### src/rtl/wb_rr_arbiter.sv
// Two-master, one-slave Wishbone classic arbiter with round-robin grant, cyc-burst locking
// and a watchdog that aborts a hung slave cycle with an error to the granted master.
module wb_rr_arbiter #(
  parameter int unsigned ADDR_WIDTH = 22,
  parameter int unsigned DATA_WIDTH = 8,
  parameter int unsigned TIMEOUT    = 255
) (
  input  logic                  clk_i,
  input  logic                  rst_i,

  input  logic                  m0_cyc_i,
  input  logic                  m0_stb_i,
  input  logic [ADDR_WIDTH-1:0] m0_adr_i,
  input  logic                  m0_we_i,
  input  logic [DATA_WIDTH-1:0] m0_dat_i,
  output logic                  m0_ack_o,
  output logic                  m0_err_o,
  output logic                  m0_rty_o,
  output logic [DATA_WIDTH-1:0] m0_dat_o,

  input  logic                  m1_cyc_i,
  input  logic                  m1_stb_i,
  input  logic [ADDR_WIDTH-1:0] m1_adr_i,
  input  logic                  m1_we_i,
  input  logic [DATA_WIDTH-1:0] m1_dat_i,
  output logic                  m1_ack_o,
  output logic                  m1_err_o,
  output logic                  m1_rty_o,
  output logic [DATA_WIDTH-1:0] m1_dat_o,

  output logic                  s_cyc_o,
  output logic                  s_stb_o,
  output logic [ADDR_WIDTH-1:0] s_adr_o,
  output logic                  s_we_o,
  output logic [DATA_WIDTH-1:0] s_dat_o,
  input  logic                  s_ack_i,
  input  logic                  s_err_i,
  input  logic                  s_rty_i,
  input  logic [DATA_WIDTH-1:0] s_dat_i
);

  localparam int unsigned CntW = (TIMEOUT > 0) ? $clog2(TIMEOUT + 1) : 1;
  localparam logic [CntW-1:0] CntLimit = CntW'(TIMEOUT);
  localparam logic [CntW-1:0] CntSat   = {CntW{1'b1}};

  typedef enum logic [1:0] {StIdle, StGnt0, StGnt1, StAbort} state_e;

  state_e          state_q, state_d;
  logic            prio_q, prio_d;    // 0: m0 favoured, 1: m1 favoured
  logic            owner_q, owner_d;  // master whose cycle was aborted
  logic            err_q, err_d;      // one-cycle abort error pulse
  logic [CntW-1:0] cnt_q, cnt_d;

  logic in_gnt;
  logic cur_m;
  logic cur_cyc;
  logic cur_stb;
  logic other_cyc;
  logic term;
  logic wd_hit;

  assign in_gnt    = (state_q == StGnt0) || (state_q == StGnt1);
  // In ABORT the owner is the master holding the bus; otherwise it follows the grant state.
  assign cur_m     = (state_q == StAbort) ? owner_q : (state_q == StGnt1);
  assign cur_cyc   = cur_m ? m1_cyc_i : m0_cyc_i;
  assign cur_stb   = cur_m ? m1_stb_i : m0_stb_i;
  assign other_cyc = cur_m ? m0_cyc_i : m1_cyc_i;
  assign term      = s_ack_i | s_err_i | s_rty_i;
  assign wd_hit    = (TIMEOUT > 0) && in_gnt && cur_stb && !term && (cnt_q == CntLimit);

  always_ff @(posedge clk_i) begin
    if (rst_i) begin
      state_q <= StIdle;
      prio_q  <= 1'b0;
      owner_q <= 1'b0;
      err_q   <= 1'b0;
      cnt_q   <= '0;
    end else begin
      state_q <= state_d;
      prio_q  <= prio_d;
      owner_q <= owner_d;
      err_q   <= err_d;
      cnt_q   <= cnt_d;
    end
  end

  always_comb begin
    state_d = state_q;
    prio_d  = prio_q;
    owner_d = owner_q;
    err_d   = 1'b0;
    cnt_d   = '0;
    unique case (state_q)
      StIdle: begin
        if (m0_cyc_i && (!m1_cyc_i || !prio_q)) begin
          state_d = StGnt0;
        end else if (m1_cyc_i) begin
          state_d = StGnt1;
        end
      end
      StGnt0, StGnt1: begin
        if (!cur_cyc) begin
          prio_d  = ~cur_m;
          state_d = other_cyc ? (cur_m ? StGnt0 : StGnt1) : StIdle;
        end else if (wd_hit) begin
          state_d = StAbort;
          owner_d = cur_m;
          err_d   = 1'b1;
        end else if ((TIMEOUT > 0) && cur_stb && !term) begin
          cnt_d = (cnt_q == CntSat) ? cnt_q : cnt_q + 1'b1;
        end
      end
      StAbort: begin
        if (!cur_cyc) begin
          prio_d  = ~cur_m;
          state_d = other_cyc ? (cur_m ? StGnt0 : StGnt1) : StIdle;
        end
      end
      default: state_d = StIdle;
    endcase
  end

  always_comb begin
    s_cyc_o  = 1'b0;
    s_stb_o  = 1'b0;
    s_we_o   = 1'b0;
    s_adr_o  = m0_adr_i;
    s_dat_o  = m0_dat_i;
    m0_ack_o = 1'b0;
    m0_err_o = 1'b0;
    m0_rty_o = 1'b0;
    m0_dat_o = '0;
    m1_ack_o = 1'b0;
    m1_err_o = 1'b0;
    m1_rty_o = 1'b0;
    m1_dat_o = '0;
    unique case (state_q)
      StGnt0: begin
        s_cyc_o  = m0_cyc_i;
        s_stb_o  = m0_stb_i;
        s_we_o   = m0_we_i;
        m0_ack_o = s_ack_i;
        m0_err_o = s_err_i;
        m0_rty_o = s_rty_i;
        m0_dat_o = s_dat_i;
      end
      StGnt1: begin
        s_cyc_o  = m1_cyc_i;
        s_stb_o  = m1_stb_i;
        s_adr_o  = m1_adr_i;
        s_we_o   = m1_we_i;
        s_dat_o  = m1_dat_i;
        m1_ack_o = s_ack_i;
        m1_err_o = s_err_i;
        m1_rty_o = s_rty_i;
        m1_dat_o = s_dat_i;
      end
      StAbort: begin
        m0_err_o = err_q & ~owner_q;
        m1_err_o = err_q & owner_q;
      end
      default: ;
    endcase
  end

endmodule
### config.mk
export PLATFORM = sky130hd
export DESIGN_NAME = wb_rr_arbiter
export DESIGN_NICKNAME = d
export VERILOG_FILES = /design/src/rtl/wb_rr_arbiter.sv
export SDC_FILE = /design/constraint.sdc
export NUM_CORES = 1
export LEC_CHECK = 0
export BUFFER_PORTS_ARGS = -buffer_cell sky130_fd_sc_hd__buf_2
export CORE_MARGIN = 2
export CORE_UTILIZATION = 36
export CTS_CLUSTER_DIAMETER = 60
export CTS_CLUSTER_SIZE = 8
export DETAILED_ROUTE_END_ITERATION = 16
export GPL_TIMING_DRIVEN = 0
export PLACE_DENSITY = 0.87
export RECOVER_POWER = 100
export SLEW_MARGIN = 0
export SYNTH_ARGS = -nofsm -noshare
export SYNTH_HDL_FRONTEND = slang
export SYNTH_SLANG_ARGS = --single-unit
export TNS_END_PERCENT = 1
### constraint.sdc
create_clock -name clk_i -period 3.04 [get_ports clk_i]
set_clock_uncertainty 0.15 [all_clocks]
set_input_delay 0.152 -clock clk_i [delete_from_list [all_inputs] [get_ports clk_i]]
set_output_delay 0.152 -clock clk_i [all_outputs]
set_load 0.005 [all_outputs]
==> results of run 1 <==
-- synthesized netlist by cell type, types with 2 or more instances --
cell,count
mux2_2,32
and2_1,21
dfxtp_1,13
nor2_1,12
ha_1,6
nand2_1,6
a21oi_1,5
nor2b_1,5
clkbuf_1,4
inv_1,4
nand3_1,4
xor2_1,4
a22oi_1,3
buf_1,3
o21ai_0,3
a211o_1,2
a211oi_1,2
a21boi_0,2
buf_2,2
nand4_1,2
nor3_1,2
-- through the flow --
stage / setup WS, ns / std cells
after detailed placement: 0.552 / 334
after floorplan: 0.774 / 154
final: 0.462 / 338
after global placement: 0.609 / 334
after global routing: 0.208 / 338
after CTS: 0.540 / 338
-- area by class of cell --
class	instances	area [sq um]	share of cell area (%)
timing repair buffer	132	636	30.7
buffer	9	33.8	1.63
sequential	13	260	12.6
clock buffer	4	45.0	2.18
multi-input combinational	128	1020	49.3
inverter	4	15.0	0.726
tap	48	60.1	2.90
-- power by group through the flow --
stage	clock [W]	sequential, W	combinational, W
2_1_floorplan	0	0.000199	0.000430
3_3_place_gp	0	0.000200	0.000684
3_5_place_dp	0	0.000201	0.000698
4_1_cts	0.000155	0.000198	0.000702
5_1_grt	0.000161	0.000200	0.000735
6_report	0.000150	0.000198	0.000675
-- worst max path at each step --
stage / slack (ns) / endpoint / start / depth (start not counted)
5_1_grt: 0.21 / state_q[0] / state_q[0] / 8
4_1_cts: 0.54 / state_q[0] / state_q[0] / 6
6_report: 0.46 / state_q[0] / state_q[0] / 8
2_1_floorplan: 0.77 / state_q[0] / state_q[0] / 6
3_3_place_gp: 0.61 / state_q[0] / state_q[0] / 6
3_5_place_dp: 0.55 / state_q[0] / state_q[0] / 6
-- state kept, by name, summed over array words and instances, names as in the netlist --
register / cells
owner_q: 1
prio_q: 1
state_q: 2
cnt_q: 8
err_q: 1
-- layer usage --
layer	GRT usage (%)	vias up
li1	-	825
met1	24.2	744
met2	37.1	65
met3	5.14	12
met4	8.33	0
met5	0	-
-- worst max-delay path, delay by kind of cell, from the launching register on --
kind	cells	cell delay, ns
AO/OA/AOI/OAI	2	0.73
buffers and inverters	2	0.33
adder cells (fa/ha/maj)	1	0.20
flip-flops	1	0.35
multiplexers	2	0.61
AND/OR/NAND/NOR	1	0.12
-- cells by family (layout without fill, tap and decap cells) --
family / after synthesis / count (layout)
simple gates: 58 / 58
flops: 13 / 13
buf+inv: 13 / 149
mux: 34 / 34
xor+xnor: 4 / 4
fa+ha+maj: 6 / 6
compound gates: 26 / 26
-- cell usage in the layout (no fill, tap or decap), types with 2 or more instances in the layout --
| master | n |
|---|---|
| a211o_1 | 2 |
| a211oi_1 | 2 |
| a21boi_0 | 2 |
| a21oi_1 | 5 |
| a22oi_1 | 3 |
| and2_0 | 11 |
| and2_1 | 10 |
| buf_2 | 111 |
| clkbuf_1 | 30 |
| clkbuf_8 | 3 |
| dfxtp_1 | 13 |
| ha_1 | 6 |
| inv_1 | 4 |
| mux2_2 | 31 |
| mux2i_1 | 2 |
| nand2_1 | 6 |
| nand3_1 | 4 |
| nand4_1 | 2 |
| nor2_1 | 12 |
| nor2b_1 | 5 |
| nor3_1 | 2 |
| o21ai_0 | 3 |
| xor2_1 | 4 |
==> impl_metrics.json, run 1 <==
{
  "status": "finished clean",
  "period_share_pct": 84.8,
  "rows": 22,
  "fmax_ghz": 0.388,
  "synth.largest_area_cell": "mux2_2",
  "syn-cell-area_sq_um": 1340,
  "postSynthCellCount": 154,
  "cts_tree": "built",
  "antenna_found_initial": 0,
  "placed_area_sq_um": 2060,
  "wl_um": 4900,
  "die_h_um": 65.1,
  "synth_mux_area_share_pct": 29.2,
  "num_io_pins": 134,
  "drt_first_iter_violations": 16,
  "syn_avg_cell_area_sq_um": 8.73,
  "hold_depth": 2,
  "cts_num_sinks": 13,
  "grt_pass1_vias": 1484,
  "ant_nets": 0,
  "tns_ns": 0,
  "place.gp.congestion": 0.828,
  "switching_share_pct": 39.5,
  "clkLatencyLatePin_ns": 0.24,
  "hold_viol_final": 0,
  "p_seq_share_pct": 19.3,
  "final_area_sq_um": 2070,
  "cpMostUsedCell": "mux2i_1",
  "worst_setup_path_end_kind": "flop",
  "slowest_stage": "o311ai_2",
  "synth_compound_area_share_pct": 15.0,
  "ys.flop_type": "dfxtp_1",
  "synthArstFlopShare_pct": 0,
  "ys.warnings.count": 0,
  "initial_utilization_pct": 37.0,
  "firstDrtPassIters": 4,
  "top_layer": "met4",
  "synth_edf_count": 0,
  "die_x_um": 65.1,
  "internal_power_w": 0.000619,
  "wl_per_cell_um": 14.5,
  "coreArea_sq_um": 3630,
  "clkTransAtPathRegs_ns": 0.05,
  "fp.dieArea_sq_um": 4240,
  "critPathMaxFanout": 10,
  "peakVddDrop_mv": 0.357,
  "synth_xor_area_share_pct": 2.61,
  "n_fill_cell": 382,
  "final_layout_size_suffix_gt1_share_pct": 51.4,
  "rr_endpoint": "state_q[0]",
  "seq_area_frac_synth_pct": 19.4,
  "ff2ff_setup_slack_ns": 0.46,
  "wl_met3_um": 426,
  "r2r_cells": 8,
  "path_class": "reg2reg",
  "antennaDiodeCount": 0,
  "r2r-start": "state_q[0]",
  "ys_types": 38,
  "cts-root-buf": "clkbuf_8",
  "hp-start": "rst_i",
  "cts_made_buffers": 3,
  "maxCapViolCount": 0,
  "drc": 0,
  "combPwrFrac_pct": 66.0,
  "slew_headroom_pct": 65.1,
  "port_buffers": 132,
  "slew_violations": 0,
  "route.met2.wl_um": 2340,
  "grt_max_degree": 11,
  "p_per_area_nw_per_um2": 494,
  "p_switching_w": 0.000404,
  "cts_resized": 0,
  "wl_met1_um": 1990,
  "critPathArrivalTime_ns": 2.58,
  "tightestPinTransition_ns": 0.524,
  "cp.required_ns": 3.04,
  "track_usage_pct": 21.0,
  "rsz0062_at_grt": "no",
  "p_leak_nw": 0.987,
  "grt_overflow": 0,
  "final_util_pct": 57.0,
  "max_stage_delay_ns": 0.42,
  "hold_slack_ns": 0.0129,
  "clkPwrFrac_pct": 14.7,
  "p_total_w": 0.00102,
  "period_minus_slack_ns": 2.58,
  "synth.area.top_cells": "mux2_2 27%, dfxtp_1 19%, and2_1 9.8%",
  "ctsHoldBuffers": 0,
  "synth_fa_ha_area_share_pct": 5.59,
  "start_kind": "flop",
  "syn2layout_area_growth_pct": 54.0,
  "route.vias.total": 1646,
  "htree_levels": 1,
  "synthSimpleGateAreaFrac_pct": 24.4,
  "place_hpwl_um": 4180,
  "ys_seq_elements": 13,
  "worstHoldEndpoint": "prio_q",
  "worst_hold_path_type": "in2reg",
  "cts_setup_buffers": 0,
  "grt_pass1_wl_um": 6880,
  "cts.path.max_buffers": 2,
  "nets": 376,
  "syn_nets": 239,
  "synth_top_family_by_area": "multiplexers",
  "netlist.area_leader.share_pct": 26.8,
  "vias_per_cell": 4.87,
  "cp_cell_sequence": "inv_1 > ha_1 > clkbuf_1 > mux2i_1 > mux2i_1 > o311ai_2 > nand2_1 > o41ai_2",
  "setup_violations": 0
}
No activity file was read; power rests on OpenSTA's default activity.
==> inputs of run 2 (changes only) <==
- ABC_AREA: unset -> 1
- CORE_UTILIZATION: 36 -> 33
- PLACE_DENSITY: 0.87 -> 0.83
- clock period: 3.04 -> 2.3 ns (I/O delays scaled with it)
==> run 2 against run 1 <==
Fmax increased by 25%. Count of clock-buffer cells in the layout unchanged. Worst setup slack got worse by 0.23 ns. Combinational power is 56% higher. Final cell count grew 33%. Worst hold slack improved by 0.18 ns. Global-route usage shrank 1.9 points. Synthesized cell count increased by 70%.
==> impl_metrics.json, run 2 <==
{
  "postSynthCellCount": 262,
  "ys_top_cells_by_count": "140 x nand2_1, 39 x inv_1, 14 x nor2_1, 13 x dfxtp_1",
  "port_buffers": 133,
  "maxCapViolCount": 0,
  "slew_violations": 0,
  "syn_avg_cell_area_sq_um": 5.21,
  "drc": 0,
  "grt_max_degree": 11,
  "mostFrequentLayoutCell": "nand2_1",
  "clkTransAtPathRegs_ns": 0.06,
  "grt_pass1_wl_um": 6840,
  "synth.area.top_cells": "nand2_1 38%, dfxtp_1 19%, inv_1 11%",
  "ys.flop_type": "dfxtp_1",
  "ys.warnings.count": 0,
  "slowest_stage": "dfxtp_1",
  "syn_nets": 347,
  "post-synth-top-count-cell": "nand2_1",
  "wl_um": 4580,
  "htree_levels": 1,
  "cts_made_buffers": 3,
  "track_usage_pct": 19.0,
  "nets": 486,
  "critPathArrivalTime_ns": 2.08,
  "clkLatencyLatePin_ns": 0.24,
  "peakVddDrop_mv": 0.335,
  "firstDrtPassIters": 4,
  "die_x_um": 68.3,
  "antenna_found_initial": 0,
  "dp_worst_setup_slack_ns": 0.423,
  "ant_nets": 0,
  "status": "finished clean",
  "syn2layout_area_growth_pct": 53.1,
  "path_class": "reg2reg",
  "most-common-layout-cells": "142 x nand2_1, 104 x buf_2, 39 x inv_1",
  "grt_overflow": 0,
  "synthArstFlopShare_pct": 0,
  "slew_headroom_pct": 71.0,
  "drt_first_iter_violations": 42,
  "ys_types": 24,
  "final_layout_size_suffix_gt1_share_pct": 28.5,
  "netlist.area_leader.share_pct": 38.5,
  "fp.dieArea_sq_um": 4670,
  "worst_hold_path_type": "in2reg",
  "antennaDiodeCount": 0,
  "start_kind": "flop",
  "rows": 23,
  "synth.largest_area_cell": "nand2_1",
  "cp.required_ns": 2.31,
  "cts_num_sinks": 13,
  "route.vias.total": 1947,
  "grt_pass1_vias": 1661,
  "hold_viol_final": 0,
  "place.gp.congestion": 0.913,
  "largest-register": "cnt_q",
  "cts.path.max_buffers": 2,
  "wl_per_cell_um": 10.2,
  "n_fill_cell": 427,
  "period_share_pct": 89.8,
  "cts-root-buf": "clkbuf_8",
  "tns_ns": 0,
  "synth_edf_count": 0,
  "ctsHoldBuffers": 1,
  "initial_utilization_pct": 34.2,
  "syn-cell-area_sq_um": 1370,
  "p_leak_nw": 1.34,
  "cts_setup_buffers": 0,
  "cpMostUsedCell": "nand2_1",
  "coreArea_sq_um": 4000,
  "place_hpwl_um": 3780,
  "period_minus_slack_ns": 2.07,
  "max_stage_delay_ns": 0.36,
  "seq_area_frac_synth_pct": 19.0,
  "worst_setup_path_end_kind": "flop",
  "vias_per_cell": 4.33,
  "critPathMaxFanout": 9,
  "cts_resized": 0,
  "fmax_ghz": 0.484,
  "p_per_area_nw_per_um2": 726,
  "num_io_pins": 134,
  "largest_reg_flops": 8,
  "tightestPinTransition_ns": 0.435,
  "top_regs": "cnt_q: 8 flops, state_q: 2 flops",
  "cp_cell_sequence": "inv_1 > ha_1 > buf_6 > inv_4 > nand2_2 > nand2_1 > nand2_1 > nand2_1 > nand4_1 > a21oi_1",
  "cts_tree": "built",
  "setup_violations": 0,
  "fin_ws_ns": 0.234,
  "ys_seq_elements": 13,
  "final_util_pct": 52.3,
  "die_h_um": 68.3,
  "rsz0062_at_grt": "no"
}
-- run 2: layout make-up --
class | count | area (sq um) | area share (%)
repair buffers | 134 | 639 | 30.6
multi-input cells | 199 | 887 | 42.4
clock buffers | 4 | 45.0 | 2.15
inverters | 41 | 156 | 7.48
plain buffers | 9 | 41.3 | 1.97
flip-flops and latches | 13 | 260 | 12.4
well taps | 50 | 62.6 | 2.99
-- run 2: path summary, 6_finish.rpt --
check	cells after the start	slack, ns	startpoint	endpoint
max	10	0.23	state_q[0]	cnt_q[6]
min	5	0.19	m1_stb_i	err_q
max reg2reg	10	0.23	state_q[0]	cnt_q[6]
min reg2reg	1	0.33	cnt_q[0]	cnt_q[0]
-- run 2: worst max-delay path: cells and delay by family (launching register included) --
kind / cells / cell delay [ns]
AOI/OAI and AO/OA: 1 / 0.24
adders and majority gates: 1 / 0.22
buffers and inverters: 3 / 0.31
DFF: 1 / 0.36
and+or+nand+nor: 5 / 0.70
-- run 2: per-stage QoR --
stage / area, sq um / power [W] / instances / hold slack (ns)
4_1_cts: 2150 / 0.00158 / 450 / 0.196
5_1_grt: 2090 / 0.00169 / 450 / 0.226
3_5_place_dp: 2090 / 0.00136 / 445 / 0.159
3_3_place_gp: 2090 / 0.00134 / 445 / 0.157
2_1_floorplan: 1370 / 0.000919 / 262 / 0.0374
6_report: 2090 / 0.00152 / 450 / 0.193
-- run 2: power breakdown --
part | leakage (nW) | internal (W) | switching (W) | total, W
Clock | 0.0228 | 0.000122 | 0.0000841 | 0.000207
Combinational | 1.21 | 0.000405 | 0.000642 | 0.00105
Sequential | 0.105 | 0.000248 | 0.0000170 | 0.000265
-- run 2: kinds of logic after synthesis --
| group | after synthesis | synth area share, % |
|---|---|---|
| AND/OR/NAND/NOR | 174 | 52.5 |
| adder cells (fa/ha/maj) | 6 | 5.49 |
| buffers and inverters | 50 | 14.5 |
| XOR/XNOR | 5 | 3.20 |
| AO/OA/AOI/OAI | 14 | 5.31 |
| flip-flops | 13 | 19.0 |
-- run 2: layer usage --
layer,vias up,track usage [%],routed length (um)
met2,69,38.5,2330
met3,4,2.30,316
met5,-,0,0
li1,1054,-,-
met1,820,20.2,1900
met4,0,5.25,31
==> inputs of run 3 (changes only) <==
- CORE_UTILIZATION: 33 -> 36
- PLACE_DENSITY: 0.83 -> 0.86
- clock period: 2.3 -> 2.1 ns (I/O delays scaled with it)
==> run 3 against run 2 <==
Die area shrank 7.9%. Sequential share of layout area down 0.18 points. Critical path depth is 3 lower. First-iteration DRC count grew 50%. Routed wire length fell by 3.3%. Worst hold slack worse by 0.020 ns. Clock power up 5%. Global-route usage increased by 1.5 points. Worst setup slack got worse by 0.058 ns. Utilization grew 5.7 points. Non-clock buffer count did not move. Critical path type is now reg2out. Critical endpoint is now s_adr_o[5]. Largest power group unchanged.
==> impl_metrics.json, run 3 (synthesized netlist as in run 2, its figures left out) <==
{
  "status": "finished clean",
  "fp.dieArea_sq_um": 4300,
  "most-common-layout-cells": "141 x nand2_1, 111 x buf_2, 39 x inv_1",
  "top_regs": "cnt_q: 8 flops, state_q: 2 flops",
  "cpMostUsedCell": "nand2_1",
  "n_fill_cell": 378,
  "period_share_pct": 91.6,
  "worst_setup_path_end_kind": "output pin",
  "clkPwrFrac_pct": 13.0,
  "path_class": "reg2out",
  "tns_ns": 0,
  "combPwrFrac_pct": 69.6,
  "rsz0062_at_grt": "no",
  "slew_headroom_pct": 72.6,
  "rows": 22,
  "max_stage_delay_ns": 0.33,
  "r2r-start": "state_q[0]",
  "internal_power_w": 0.000872,
  "final_layout_size_suffix_gt1_share_pct": 32.5,
  "wl_per_cell_um": 9.88,
  "critPathMaxFanout": 10,
  "p_seq_share_pct": 17.4,
  "cp.required_ns": 1.85,
  "coreArea_sq_um": 3660,
  "ff2ff_setup_slack_ns": 0.21,
  "multi_input_area_sq_um": 906,
  "setup_violations": 0,
  "cts.path.max_buffers": 2,
  "die_h_um": 65.6,
  "largest-register": "cnt_q",
  "clkLatencyLatePin_ns": 0.24,
  "tightestPinTransition_ns": 0.410,
  "vias_per_cell": 4.38,
  "worst_hold_path_type": "in2reg",
  "drt_first_iter_violations": 63,
  "grt_overflow": 0,
  "syn2layout_area_growth_pct": 55.4,
  "slew_violations": 0,
  "initial_utilization_pct": 37.3,
  "track_usage_pct": 20.5,
  "num_io_pins": 134,
  "nets": 486,
  "period_minus_slack_ns": 1.92,
  "p_leak_nw": 1.39,
  "critical_path.top_delay_family": "buffers and inverters",
  "drc": 0,
  "critPathBufInv": 4,
  "rr_endpoint": "state_q[0]",
  "ant_nets": 0,
  "firstDrtPassIters": 4,
  "grt_max_degree": 11,
  "hold_viol_final": 0,
  "cts_made_buffers": 3,
  "p_switching_w": 0.000796,
  "cp.depth": 7,
  "place_hpwl_um": 3730,
  "setup.worst_path.end": "s_adr_o[5]",
  "start_kind": "flop",
  "fmax_ghz": 0.520,
  "cp_cell_sequence": "inv_1 > ha_1 > buf_6 > clkbuf_1 > nand2_1 > nand2_1 > buf_2",
  "route.vias.total": 1960,
  "port_buffers": 133,
  "critPathArrivalTime_ns": 1.67,
  "maxCapViolCount": 0,
  "switching_share_pct": 47.7,
  "startpoint": "state_q[0]",
  "cts_tree": "built",
  "clkTransAtPathRegs_ns": 0.05,
  "place.gp.congestion": 0.944,
  "peakVddDrop_mv": 0.510,
  "wl_um": 4430,
  "r2r_cells": 12,
  "final_util_pct": 58.0,
  "grt_pass1_vias": 1685,
  "register_area_sq_um": 260,
  "grt_pass1_wl_um": 7110,
  "cts_setup_buffers": 0,
  "cts_num_sinks": 13,
  "slowest_stage": "dfxtp_1",
  "htree_levels": 1,
  "mostFrequentLayoutCell": "nand2_1",
  "antenna_found_initial": 0,
  "largest_reg_flops": 8,
  "p_per_area_nw_per_um2": 785,
  "cts-root-buf": "clkbuf_8",
  "antennaDiodeCount": 0,
  "die_x_um": 65.6
}
-- run 3: cell types whose count changed in the layout (fill, tap and decap cells not counted) --
cell	change
clkbuf_1	-12
buf_2	+7
clkbuf_2	+5
nand3_1	-2
nand3_2	+2
nand2_1	-1
nand2_2	+1
nand4_1	-1
nand4_2	+1
-- run 3: worst min-delay path, stage by stage --
cell     delay [ns]
buf_2          0.12
nand2_1        0.08
o21ai_0        0.17
a21oi_1        0.05
-- run 3: worst min path at each step --
stage                    to  cells after the start  startpoint  slack, ns
floorplan             err_q                      1       rst_i       0.03
global placement      err_q                      2       rst_i       0.15
detailed placement    err_q                      2       rst_i       0.15
CTS                 owner_q                      4    m0_cyc_i       0.17
global route        owner_q                      4    m0_cyc_i       0.20
finish              owner_q                      4    m0_cyc_i       0.17
-- run 3: layer usage --
metal / wire length (um) / track usage [%] / up-vias
li1: - / - / 1055
met1: 1780 / 23.1 / 802
met2: 2160 / 37.5 / 95
met3: 426 / 4.62 / 8
met4: 58 / 7.55 / 0
met5: 0 / 0 / -
-- run 3: repair_timing --
item | in CTS | in global routing
gates resized for setup | 0 | 6
endpoints found under the setup margin | 0 | 29
endpoints found under the hold margin | 1 | 0
hold buffers | 1 | 0
-- run 3: power groups by stage --
stage	Sequential (W)	Clock (W)	Combinational, W
after floorplan	0.000289	0	0.000718
after global placement	0.000294	0	0.00117
after detailed placement	0.000294	0	0.00118
after CTS	0.000289	0.000224	0.00119
after global routing	0.000293	0.000236	0.00133
final	0.000290	0.000217	0.00116
-- run 3: per-stage QoR --
stage | power (W) | std cells | hold slack (ns) | area, sq um | worst slack, ns
finish | 0.00167 | 448 | 0.173 | 2120 | 0.176
global route | 0.00186 | 448 | 0.199 | 2120 | 0.0151
CTS | 0.00170 | 448 | 0.171 | 2150 | 0.0703
detailed placement | 0.00147 | 443 | 0.149 | 2090 | 0.238
global placement | 0.00146 | 443 | 0.148 | 2090 | 0.264
floorplan | 0.00101 | 262 | 0.0274 | 1370 | 0.436
-- run 3: cell type report --
type                       count  share of cell area [%]
clock buffer                   4                    2.12
sequential                    13                    12.3
tap                           48                    2.83
inverter                      41                    7.37
buffer                         9                    2.12
multi-input combinational    199                    42.7
timing repair buffer         134                    30.6
